## src/rtl/hazard_scoreboard.sv

```systemverilog
// hazard_scoreboard
// Issue-side RAW / WAW / writeback-collision tracker for one register file.
// Every accepted writer is placed in a timing wheel at the slot matching its
// latency. Slot 0 is the writeback happening this cycle. A per-register busy
// vector answers RAW/WAW queries with zero latency.
//
// Optional feature: define HAZARD_SCOREBOARD_STATS_EN to add the stall_cnt
// output. It is a saturating count of cycles with a requested but unaccepted
// issue, and is cleared by reset only.
//
// Ports
//   clk, reset_n                 clock, async active-low reset
//   flush                        synchronous clear of all tracked writers
//   issue_valid/rd/rd_we/lat     issuing instruction and its writer info
//   issue_rs1..3 (+ _used)       source registers read by the instruction
//   issue_fire                   instruction accepted this cycle
//   no_dependency                no RAW hazard on any used source
//   no_collision                 no WAW, no writeback-slot conflict, legal lat
//   rd_not_busy                  issue_rd has no outstanding writer
//   lat_err                      issue_valid with latency outside 1..MAX_LAT
//   wb_valid, wb_rd              writer retiring this cycle
//   busy_vec                     per-register outstanding-writer bits
//   stall_cnt                    stall counter (macro only)
module hazard_scoreboard #(
    parameter int MAX_LAT = 8,
    parameter int FP_type = 0
) (
    input  logic        clk,
    input  logic        reset_n,
    input  logic        flush,
    input  logic        issue_valid,
    input  logic [4:0]  issue_rd,
    input  logic        issue_rd_we,
    input  logic [3:0]  issue_lat,
    input  logic [4:0]  issue_rs1,
    input  logic [4:0]  issue_rs2,
    input  logic [4:0]  issue_rs3,
    input  logic        issue_rs1_used,
    input  logic        issue_rs2_used,
    input  logic        issue_rs3_used,
    output logic        issue_fire,
    output logic        no_dependency,
    output logic        no_collision,
    output logic        rd_not_busy,
    output logic        lat_err,
    output logic        wb_valid,
    output logic [4:0]  wb_rd,
`ifdef HAZARD_SCOREBOARD_STATS_EN
    output logic [15:0] stall_cnt,
`endif
    output logic [31:0] busy_vec
);

    localparam logic [3:0] LAT_MAX4 = 4'(MAX_LAT);
    // Register 0 is hardwired zero for the integer file.
    localparam bit         HW_ZERO  = (FP_type == 0);

    logic [MAX_LAT-1:0]       r_slot_v;
    logic [MAX_LAT-1:0][4:0]  r_slot_rd;
    logic [31:0]              r_busy;

    logic        w_haz1, w_haz2, w_haz3;
    logic        w_waw, w_slot_conf, w_rd_hw, w_rd_retiring, w_alloc;
    logic [31:0] w_busy_nxt;

    assign wb_valid = r_slot_v[0];
    assign wb_rd    = r_slot_rd[0];
    assign busy_vec = r_busy;

    // A register retiring this cycle is forwardable from WB, so it never stalls.
    assign w_haz1 = issue_rs1_used & r_busy[issue_rs1]
                  & ~(wb_valid & (wb_rd == issue_rs1)) & ~(HW_ZERO & (issue_rs1 == 5'd0));
    assign w_haz2 = issue_rs2_used & r_busy[issue_rs2]
                  & ~(wb_valid & (wb_rd == issue_rs2)) & ~(HW_ZERO & (issue_rs2 == 5'd0));
    assign w_haz3 = issue_rs3_used & r_busy[issue_rs3]
                  & ~(wb_valid & (wb_rd == issue_rs3)) & ~(HW_ZERO & (issue_rs3 == 5'd0));

    assign w_rd_hw       = HW_ZERO & (issue_rd == 5'd0);
    assign w_rd_retiring = wb_valid & (wb_rd == issue_rd);
    assign w_waw         = issue_rd_we & r_busy[issue_rd] & ~w_rd_retiring & ~w_rd_hw;

    // Compare against slot index rather than indexing by issue_lat, so an
    // out-of-range latency can never address past the wheel. lat == MAX_LAT
    // lands in the top slot, which is always empty after the shift.
    always_comb begin
        w_slot_conf = 1'b0;
        for (int k = 1; k < MAX_LAT; k++) begin
            if (issue_lat == 4'(k) && r_slot_v[k]) w_slot_conf = 1'b1;
        end
        w_slot_conf = w_slot_conf & issue_rd_we;
    end

    assign lat_err       = issue_valid & ((issue_lat == 4'd0) | (issue_lat > LAT_MAX4));
    assign no_dependency = ~(w_haz1 | w_haz2 | w_haz3);
    assign no_collision  = ~(w_waw | w_slot_conf | lat_err);
    assign rd_not_busy   = ~r_busy[issue_rd] | w_rd_retiring;
    assign issue_fire    = issue_valid & no_dependency & no_collision & ~flush;
    assign w_alloc       = issue_fire & issue_rd_we & ~w_rd_hw;

    // The set is applied after the clear, so a new writer to the retiring register wins.
    always_comb begin
        w_busy_nxt = r_busy;
        if (r_slot_v[0]) w_busy_nxt[r_slot_rd[0]] = 1'b0;
        if (w_alloc)     w_busy_nxt[issue_rd]     = 1'b1;
    end

    always_ff @(posedge clk or negedge reset_n) begin
        if (!reset_n) begin
            r_slot_v  <= '0;
            r_slot_rd <= '0;
            r_busy    <= '0;
        end else if (flush) begin
            r_slot_v  <= '0;
            r_slot_rd <= '0;
            r_busy    <= '0;
        end else begin
            for (int k = 0; k < MAX_LAT - 1; k++) begin
                r_slot_v[k]  <= r_slot_v[k+1];
                r_slot_rd[k] <= r_slot_rd[k+1];
            end
            r_slot_v[MAX_LAT-1]  <= 1'b0;
            r_slot_rd[MAX_LAT-1] <= 5'd0;
            if (w_alloc) begin
                for (int k = 0; k < MAX_LAT; k++) begin
                    if (issue_lat == 4'(k + 1)) begin
                        r_slot_v[k]  <= 1'b1;
                        r_slot_rd[k] <= issue_rd;
                    end
                end
            end
            r_busy <= w_busy_nxt;
        end
    end

`ifdef HAZARD_SCOREBOARD_STATS_EN
    logic [15:0] r_stall_cnt;
    assign stall_cnt = r_stall_cnt;

    always_ff @(posedge clk or negedge reset_n) begin
        if (!reset_n)
            r_stall_cnt <= 16'd0;
        else if (issue_valid && !issue_fire && r_stall_cnt != 16'hFFFF)
            r_stall_cnt <= r_stall_cnt + 16'd1;
    end
`endif

endmodule

```

## config.mk

```make
export PLATFORM = sky130hd
export DESIGN_NAME = hazard_scoreboard
export DESIGN_NICKNAME = d
export VERILOG_FILES = /design/src/rtl/hazard_scoreboard.sv
export SDC_FILE = /design/constraint.sdc
export NUM_CORES = 1
export LEC_CHECK = 0
export BUFFER_PORTS_ARGS = -buffer_cell sky130_fd_sc_hd__buf_2
export CORE_ASPECT_RATIO = 0.6
export CORE_MARGIN = 2
export CORE_UTILIZATION = 60
export CTS_CLUSTER_DIAMETER = 50
export DETAILED_ROUTE_END_ITERATION = 8
export PLACE_DENSITY = 0.86
export SLEW_MARGIN = 20
export SYNTH_ARGS = -nofsm -noshare
export SYNTH_HDL_FRONTEND = slang
export SYNTH_SLANG_ARGS = --single-unit
```

## constraint.sdc

```tcl
create_clock -name clk -period 4.2 [get_ports clk]
set_input_delay 0 -clock clk [delete_from_list [all_inputs] [get_ports clk]]
set_output_delay 0 -clock clk [all_outputs]
set_load 0.02 [all_outputs]
```

==> metrics.yaml, run 1 <==
status: "finished clean"
crit_path_max_fanout: 25
yosys_most_used_dff: "dfrtp_1"
arrival_ns: 3.18
crit_buf_inv: 1
end_kind: "flip-flop"
first_pass_iters: 9
viasPerCell: 7.16
wl_per_cell_um: 24.3
synthSimpleGateAreaFrac_pct: 22.4
dpl.hpwl_um: 11800
finalSetupViolations: 0
hold_violations: 0
drc: 0
die_h_um: 78.0
root_buffer: "clkbuf_16"
crit_required_ns: 4.38
async_flop_share_pct: 100
dp_slack_ns: 1.34
rr_worst_depth: 8
worstSetupPathType: "flip-flop to flip-flop"
layout-drive-gt1-share_pct: 22.1
hold_depth: 3
drtIter0Drc: 894
fin_nets: 616
critPathMaxStageDelay_ns: 0.78
fill_cells: 618
ys_seq_elements: 80
cts_resized: 0
clock_skew_ns: 0.0105
cts_hold_buf: 1
grt_pass1_wl_um: 27000
grt.total_usage_pct: 35.6
tritoncts: "yes"
antenna_found_initial: 0
avgSynthCellArea_um2: 10.1
synth_compound_area_share_pct: 12.3
dieArea_mm2: 0.00994
vias: 5016
ant_nets: 0
ios: 75
path_cells: "xnor2_1, nand4_1, o21ai_0, a2111oi_0, nor4_2, buf_4, nand2_4, o41ai_1"
grt_setup_unrepaired: "false"
ys_seq_area_share_pct: 36.5
fin_util_pct: 70.5
fmax_mhz: 333
synth_mux_area_share_pct: 20.3
start_util_pct: 63.1
grt_remaining_overflow: 0
netlist_area_mm2: 0.00548
max-clock-path-buffers: 2
hp-class: "input pin to flip-flop"
die_x_um: 127
worst_pin_slew_ns: 0.797
yosys.area_share.adder_pct: 0
h-tree-depth: 3
cp_top_family: "compound AO/OA/AOI/OAI gates"
cts_setup_buffers: 0
num_rows: 26
relSlewSlack_pct: 46.8
yosysWarningCount: 0
r2r_setup_slack_ns: 1.19
clk_latency_ns: 0.34
power_density_mw_per_mm2: 297
synth_cell_types: 63
fin_crit_ns: 3.01
power_w: 0.00182
insertedDiodeCount: 0
p_leak_nw: 2.91
core_area_mm2: 0.00869
post-route-period-util_pct: 71.6
synthToLayoutAreaGrowth_pct: 11.6
critPathSlowestCell: "dfrtp_1"
routed_wl_um: 17000
maxCapViolations: 0
netlist_instances: 542
clock-sinks: 80
setup_tns_ns: 0
ir_drop_mv: 0.237
holdWs_ns: 0.107
synth-edff-count: 0
synth_top_family_by_area: "simple AND/OR/NAND/NOR gates"
crit_cells: 8
cts_made_buffers: 9
maxSlewViolCount: 0
synth_xor_area_share_pct: 3.20
port_buffers: 74
startpoint_type: "flip-flop"
grt_max_degree: 83
grt_pass1_vias: 4810
place_congestion: 1.08
synth_nets: 574
path_clk_slew_ns: 0.06
setup_slack_ns: 1.19
-- per-layer routing --
layer / track usage, % / part of all wire, %
met2: 49.6 / 41
met1: 51.3 / 40
met4: 11.2 / 3.1
met5: 0 / 0
met3: 13.7 / 16
-- through the flow --
| stage | instances | cell area [µm²] |
|---|---|---|
| final | 701 | 6120 |
| after global routing | 701 | 6120 |
| after floorplan | 542 | 5480 |
| after CTS | 701 | 6120 |
| after detailed placement | 684 | 5790 |
| after global placement | 684 | 5780 |
-- cells in the final DEF (no fill, tap or decap), types with 4 or more instances in the layout --
| master | n |
|---|---|
| nand3b_1 | 18 |
| nor3_1 | 9 |
| o21ai_0 | 21 |
| nand2_1 | 32 |
| clkbuf_16 | 9 |
| xor2_1 | 4 |
| nor2_1 | 11 |
| o41ai_1 | 23 |
| inv_1 | 15 |
| nor4_1 | 4 |
| nor2b_1 | 24 |
| o31ai_1 | 8 |
| mux2_2 | 7 |
| dfrtp_1 | 80 |
| buf_2 | 73 |
| mux4_2 | 16 |
| nand3_1 | 13 |
| nand2b_1 | 48 |
| nor3b_1 | 6 |
| mux2i_1 | 66 |
| a21oi_1 | 9 |
| o22ai_1 | 5 |
| xnor2_1 | 16 |
| and3b_1 | 4 |
-- final timing paths --
path,start,endpoint
setup / recovery,wb_rd[3],busy_vec[5]
hold / removal,issue_lat[3],r_slot_v[7]
setup reg to reg,wb_rd[3],busy_vec[5]
hold reg to reg,r_slot_v[5],r_slot_v[4]
max in group asynchronous,reset_n,r_slot_rd[16]
min in group asynchronous,reset_n,busy_vec[18]
-- power by group --
group / internal (W) / switching, W / total (W) / leakage [nW]
combinational: 0.0000655 / 0.000138 / 0.000204 / 1.64
clock: 0.000524 / 0.000318 / 0.000841 / 0.153
sequential: 0.000772 / 0.00000277 / 0.000775 / 1.12
total: 0.00136 / 0.000458 / 0.00182 / 2.91
-- sequential cells by signal, summed over array words and instances (netlist names) --
signal / cells
r_slot_rd: 35
busy_vec: 32
r_slot_v: 8
wb_rd: 5
-- kinds of logic after synthesis --
logic type / after synthesis
AO/OA/AOI/OAI: 92
AND/OR/NAND/NOR: 199
buffers and inverters: 61
multiplexers: 90
flip-flops: 80
XOR/XNOR: 20
-- cell type report --
| class | count | area [µm²] | area share [%] |
|---|---|---|---|
| sequential | 80 | 2000 | 32.7 |
| clock inverter | 6 | 90.1 | 1.47 |
| multi-input combinational | 401 | 3200 | 52.3 |
| inverter | 15 | 56.3 | 0.920 |
| timing repair buffer | 77 | 402 | 6.56 |
| tap | 112 | 140 | 2.29 |
| clock buffer | 10 | 229 | 3.74 |
-- synthesized netlist by cell type, drive strengths merged, types with 3 or more instances --
cell,count,area share (%)
nand3,13,1.2
nand3b,18,2.5
nor3,9,0.82
inv,15,1.0
and3b,4,0.64
nor2,11,0.75
a21oi,10,0.91
nand2b,48,5.5
nor2b,24,2.7
clkbuf,24,1.6
nor4,5,0.68
xnor2,16,2.6
dfrtp,80,37
nor3b,6,0.82
nand4b,6,1.3
o31ai,8,1.1
o41ai,23,3.7
nand2,34,2.5
nand4,6,1.0
or2,3,0.34
buf,22,2.6
mux2,8,1.7
mux2i,66,12
mux4,16,6.6
and3,3,0.34
xor2,4,0.64
o21ai,21,1.9
o22ai,5,0.57
-- tightest hold or removal path: cells and delay by family --
family	cells	cell delay (ns)
AND/OR/NAND/NOR	2	0.24
buffers and inverters	1	0.16
Power figures use the tool's default switching activity.
==> inputs of run 2 (changes only) <==
CORE_UTILIZATION = 59   (was 60)
PLACE_DENSITY = 0.85   (was 0.86)
clock period = 3 ns   (was 4.2 ns; I/O delays follow)
==> run 2 against run 1 <==
Compared with the run above:
- largest cell class unchanged
- via count grew 1.5%
- clock power rose by 31%
- worst setup slack got worse by 1.1 ns
- first-iteration DRC count down 25%
- flip-flop and latch count did not move
- sequential power is 39% higher
==> metrics.yaml, run 2 (synthesis results as in run 1) <==
maxSlewViolCount: 0
fin_crit_ns: 2.95
dpl.hpwl_um: 13100
startpoint_type: "flip-flop"
max-clock-path-buffers: 2
crit_path_max_fanout: 25
grt_remaining_overflow: 0
grt_pass1_wl_um: 28200
cts_made_buffers: 9
vias: 5091
num_rows: 27
clock-sinks: 80
fin_nets: 644
start_util_pct: 60.3
grt_max_degree: 83
insertedDiodeCount: 0
clock_skew_ns: 0.00583
die_x_um: 128
status: "finished clean"
viasPerCell: 6.95
ir_drop_mv: 0.274
fmax_mhz: 339
ios: 75
place_congestion: 1.13
core_area_mm2: 0.00909
grt_pass1_vias: 4929
die_h_um: 78.7
crit_required_ns: 3.00
port_buffers: 74
final_common_cell: "dfrtp_1"
hold_violations: 0
largest_reg_flops: 35
max_flop_register: "r_slot_rd"
grt.total_usage_pct: 37.5
setup_tns_ns: 0
finalSetupViolations: 0
end_kind: "output pin"
grt_setup_unrepaired: "false"
arrival_ns: 2.95
power_density_mw_per_mm2: 394
worstSetupPathType: "flip-flop to output pin"
antenna_found_initial: 0
root_buffer: "clkbuf_16"
maxCapViolations: 0
final_cell_mix: "80 x dfrtp_1, 73 x buf_2, 66 x mux2i_1"
relSlewSlack_pct: 49.5
drtIter0Drc: 674
synthToLayoutAreaGrowth_pct: 14.9
drc: 0
cts_resized: 0
tritoncts: "yes"
dieArea_mm2: 0.0101
hp-class: "input pin to flip-flop"
ant_nets: 0
post-route-period-util_pct: 98.4
p_leak_nw: 3.05
h-tree-depth: 3
wl_per_cell_um: 24.9
routed_wl_um: 18200
worst_pin_slew_ns: 0.758
layout-drive-gt1-share_pct: 25.3
fin_util_pct: 69.3
path_clk_slew_ns: 0.06
clk_latency_ns: 0.34
fill_cells: 712
first_pass_iters: 6
-- run 2: routing by layer --
layer / vias to the layer above / wire (µm) / track usage [%]
li1: 2146 / - / -
met1: 2478 / 7360 / 51.4
met2: 392 / 7360 / 50.3
met3: 71 / 2940 / 19.6
met4: 4 / 421 / 10.5
met5: - / 142 / 12.3
-- run 2: critical path, stage by stage (launching register included) --
cell and delay [ns]:
dfrtp_1 0.48, mux4_2 0.52, nor2b_1 0.15, a211oi_1 0.26, a2111oi_0 0.13, nor4_2 0.31
buf_4 0.22, nand2_4 0.21, nor2_1 0.15, buf_2 0.17
-- run 2: final cells by class --
class                           count  area (µm²)  share of cell area (%)
Sequential cell                    80        2000                    31.8
Tap cell                          116         145                    2.30
Multi-Input combinational cell    401        3190                    50.7
Clock buffer                       12         246                    3.91
Inverter                           15        56.3                   0.894
Clock inverter                      3        42.5                   0.676
Timing Repair Buffer              105         612                    9.72
-- run 2: worst paths after layout --
check / start / end / slack [ns] / depth (start not counted)
worst max register to register: busy_vec[22] / busy_vec[20] / 0.07 / 10
worst min register to register: r_slot_v[3] / r_slot_v[2] / 0.52 / 2
worst min-delay path: issue_lat[3] / r_slot_rd[37] / 0.11 / 3
worst max-delay path: busy_vec[22] / issue_fire / 0.05 / 9
min in group asynchronous: reset_n / busy_vec[21] / 0.24 / 2
max in group asynchronous: reset_n / r_slot_v[0] / 2.21 / 2
-- run 2: repair_timing --
item                                    4_1_cts  5_1_grt
setup buffers                                 0        3
endpoints found under the hold margin        80        0
endpoints found under the setup margin        0        2
hold buffers                                  1        0
-- run 2: metrics by stage --
stage | hold WS, ns | worst slack (ns) | power, W | std cells | area, µm²
2_1_floorplan | -0.296 | 0.380 | 0.00129 | 542 | 5480
4_1_cts | 0.0822 | 0.0433 | 0.00247 | 729 | 6270
5_1_grt | 0.124 | 0.0124 | 0.00255 | 732 | 6300
3_5_place_dp | 0.232 | 0.115 | 0.00138 | 713 | 5970
6_report | 0.112 | 0.0480 | 0.00248 | 732 | 6300
3_3_place_gp | 0.221 | 0.284 | 0.00137 | 713 | 5970
-- run 2: power by group --
group,internal (W),switching [W]
clock,0.000662,0.000439
combinational,0.000102,0.000192
sequential,0.00108,0.00000309
total,0.00184,0.000634
==> inputs of run 3 (changes only) <==
CELL_PAD_IN_SITES_DETAIL_PLACEMENT = 2   (was unset)
CELL_PAD_IN_SITES_GLOBAL_PLACEMENT = 2   (was unset)
CORE_UTILIZATION = 37   (was 59)
PLACE_DENSITY = 0.83   (was 0.85)
clock period = 3.1 ns   (was 3 ns; I/O delays follow)
==> run 3 against run 2 <==
Compared with the run above:
- the flow now finishes with violations (negative setup slack)
- global-route usage decreased by 7.1 points
- count of clock-buffer cells in the layout decreased by 2
- worst setup slack got worse by 0.052 ns
- via count increased by 0.98%
- power increased by 0.96%
- clock skew increased by 0.0098 ns
- clock power about the same
- register-to-register slack got worse by 0.03 ns
==> metrics.yaml, run 3 (synthesis results as in run 1) <==
end_kind: "output pin"
startpoint_type: "flip-flop"
cts_made_buffers: 9
rr_worst_depth: 8
ant_nets: 0
final_common_cell: "dfrtp_1"
grt_remaining_overflow: 0
relSlewSlack_pct: 36.8
min_to: "r_slot_v[7]"
routed_wl_um: 23700
final_cell_count_no_fill: 805
r2r_setup_slack_ns: 0.04
tritoncts: "yes"
crit_required_ns: 3.10
clock_skew_ns: 0.0156
status: "finished with violations"
hold_depth: 3
setup_slack_ns: -0.00428
worst_pin_slew_ns: 0.940
start_util_pct: 37.9
viasPerCell: 6.39
path_clk_slew_ns: 0.07
worstReg2RegStart: "busy_vec[13]"
grt_pass1_vias: 5496
postLayoutCellArea_mm2: 0.00645
first_pass_iters: 5
p_leak_nw: 3.03
drc: 0
ios: 75
die_x_um: 161
clk_latency_ns: 0.35
place_congestion: 0.927
r2r_end: "busy_vec[5]"
placed_cells: 787
vias: 5141
antenna_found_initial: 1
wl_per_cell_um: 29.5
clock-sinks: 80
post-route-period-util_pct: 100
max_flop_register: "r_slot_rd"
final_cell_mix: "78 x dfrtp_1, 73 x buf_2, 66 x mux2i_1"
top_layer_used: "met4"
post_dp_cell_area_mm2: 0.00603
die_h_um: 98.3
hold_violations: 0
grt.total_usage_pct: 30.4
met1_length_um: 11000
largest_reg_flops: 35
fmax_mhz: 322
core_area_mm2: 0.0145
grt_max_degree: 83
hp-class: "input pin to flip-flop"
drtIter0Drc: 443
holdWs_ns: 0.144
finalSetupViolations: 1
num_rows: 34
wl_met2_um: 10100
power_density_mw_per_mm2: 388
arrival_ns: 3.10
dpl.hpwl_um: 16900
failed_checks: "negative setup slack"
root_buffer: "clkbuf_16"
power_w: 0.00250
wl_met3_um: 2340
h-tree-depth: 3
fin_nets: 633
hold_start: "issue_lat[3]"
cts_setup_buffers: 0
synthToLayoutAreaGrowth_pct: 17.6
worstSetupPathType: "flip-flop to output pin"
fin_crit_ns: 3.10
dieArea_mm2: 0.0158
layout-drive-gt1-share_pct: 26.2
maxSlewViolCount: 0
ir_drop_mv: 0.252
crit_path_max_fanout: 25
port_buffers: 74
maxCapViolations: 0
max-clock-path-buffers: 2
dp_slack_ns: -0.0367
grt_pass1_wl_um: 35700
==> run 3: cell count changes in the layout (fill, tap and decap cells not counted), sizes merged <==
| cell | before | now |
|---|---|---|
| inv | 15 | 16 |
| diode | 0 | 1 |
| clkinvlp | 1 | 3 |
| buf | 104 | 92 |
| clkbuf | 12 | 10 |
| bufbuf | 0 | 1 |
==> run 3: how the worst max path moves through the flow <==
stage                            start           end
final                     busy_vec[13]    issue_fire
after global routing      busy_vec[13]    issue_fire
after CTS                 busy_vec[13]    issue_fire
after detailed placement   busy_vec[1]   busy_vec[7]
after global placement     busy_vec[1]  busy_vec[29]
after floorplan           busy_vec[11]  busy_vec[21]
==> run 3: routing by layer <==
metal / GRT usage [%] / vias up
met1: 45.5 / 2725
met3: 8.41 / 35
li1: - / 2111
met5: 0 / -
met2: 44.2 / 270
met4: 5.63 / 0
==> run 3: layout make-up <==
class	instances	area (µm²)
fillers	1546	8020
multi-input cells	401	3280
flip-flops and latches	80	2000
repair buffers	94	554
well taps	198	248
clock buffers	10	239
clock inverters	6	66.3
inverters	15	56.3
diodes	1	2.50
==> run 3: power by group <==
group          leakage [nW]  internal [W]  switching, W
sequential             1.11       0.00105    0.00000289
combinational          1.77      0.000104      0.000223
clock                 0.141      0.000648      0.000479
total                  3.03       0.00180      0.000704
==> run 3: stage by stage <==
stage	setup TNS (ns)	util, %
after floorplan	0	-
after global placement	0	41.7
after detailed placement	-0.0367	41.7
after CTS	-0.0701	44.0
after global routing	-0.0895	44.6
final	-0.00428	44.6
==> run 3: worst max-delay path, cell delays in order (launching register included) <==
cell	delay, ns
dfrtp_2	0.46
mux2_2	0.29
mux4_2	0.52
o221ai_2	0.26
nor4_2	0.09
nor4_2	0.32
bufbuf_16	0.34
nand2_8	0.15
nor2_4	0.13
buf_2	0.17
==> run 3: repair_timing <==
action | CTS | global route
pin swaps | 1 | 1
hold buffers | 1 | 0
endpoints found under the hold margin | 80 | 0
setup endpoints to repair | 8 | 46
resized for setup | 3 | 14
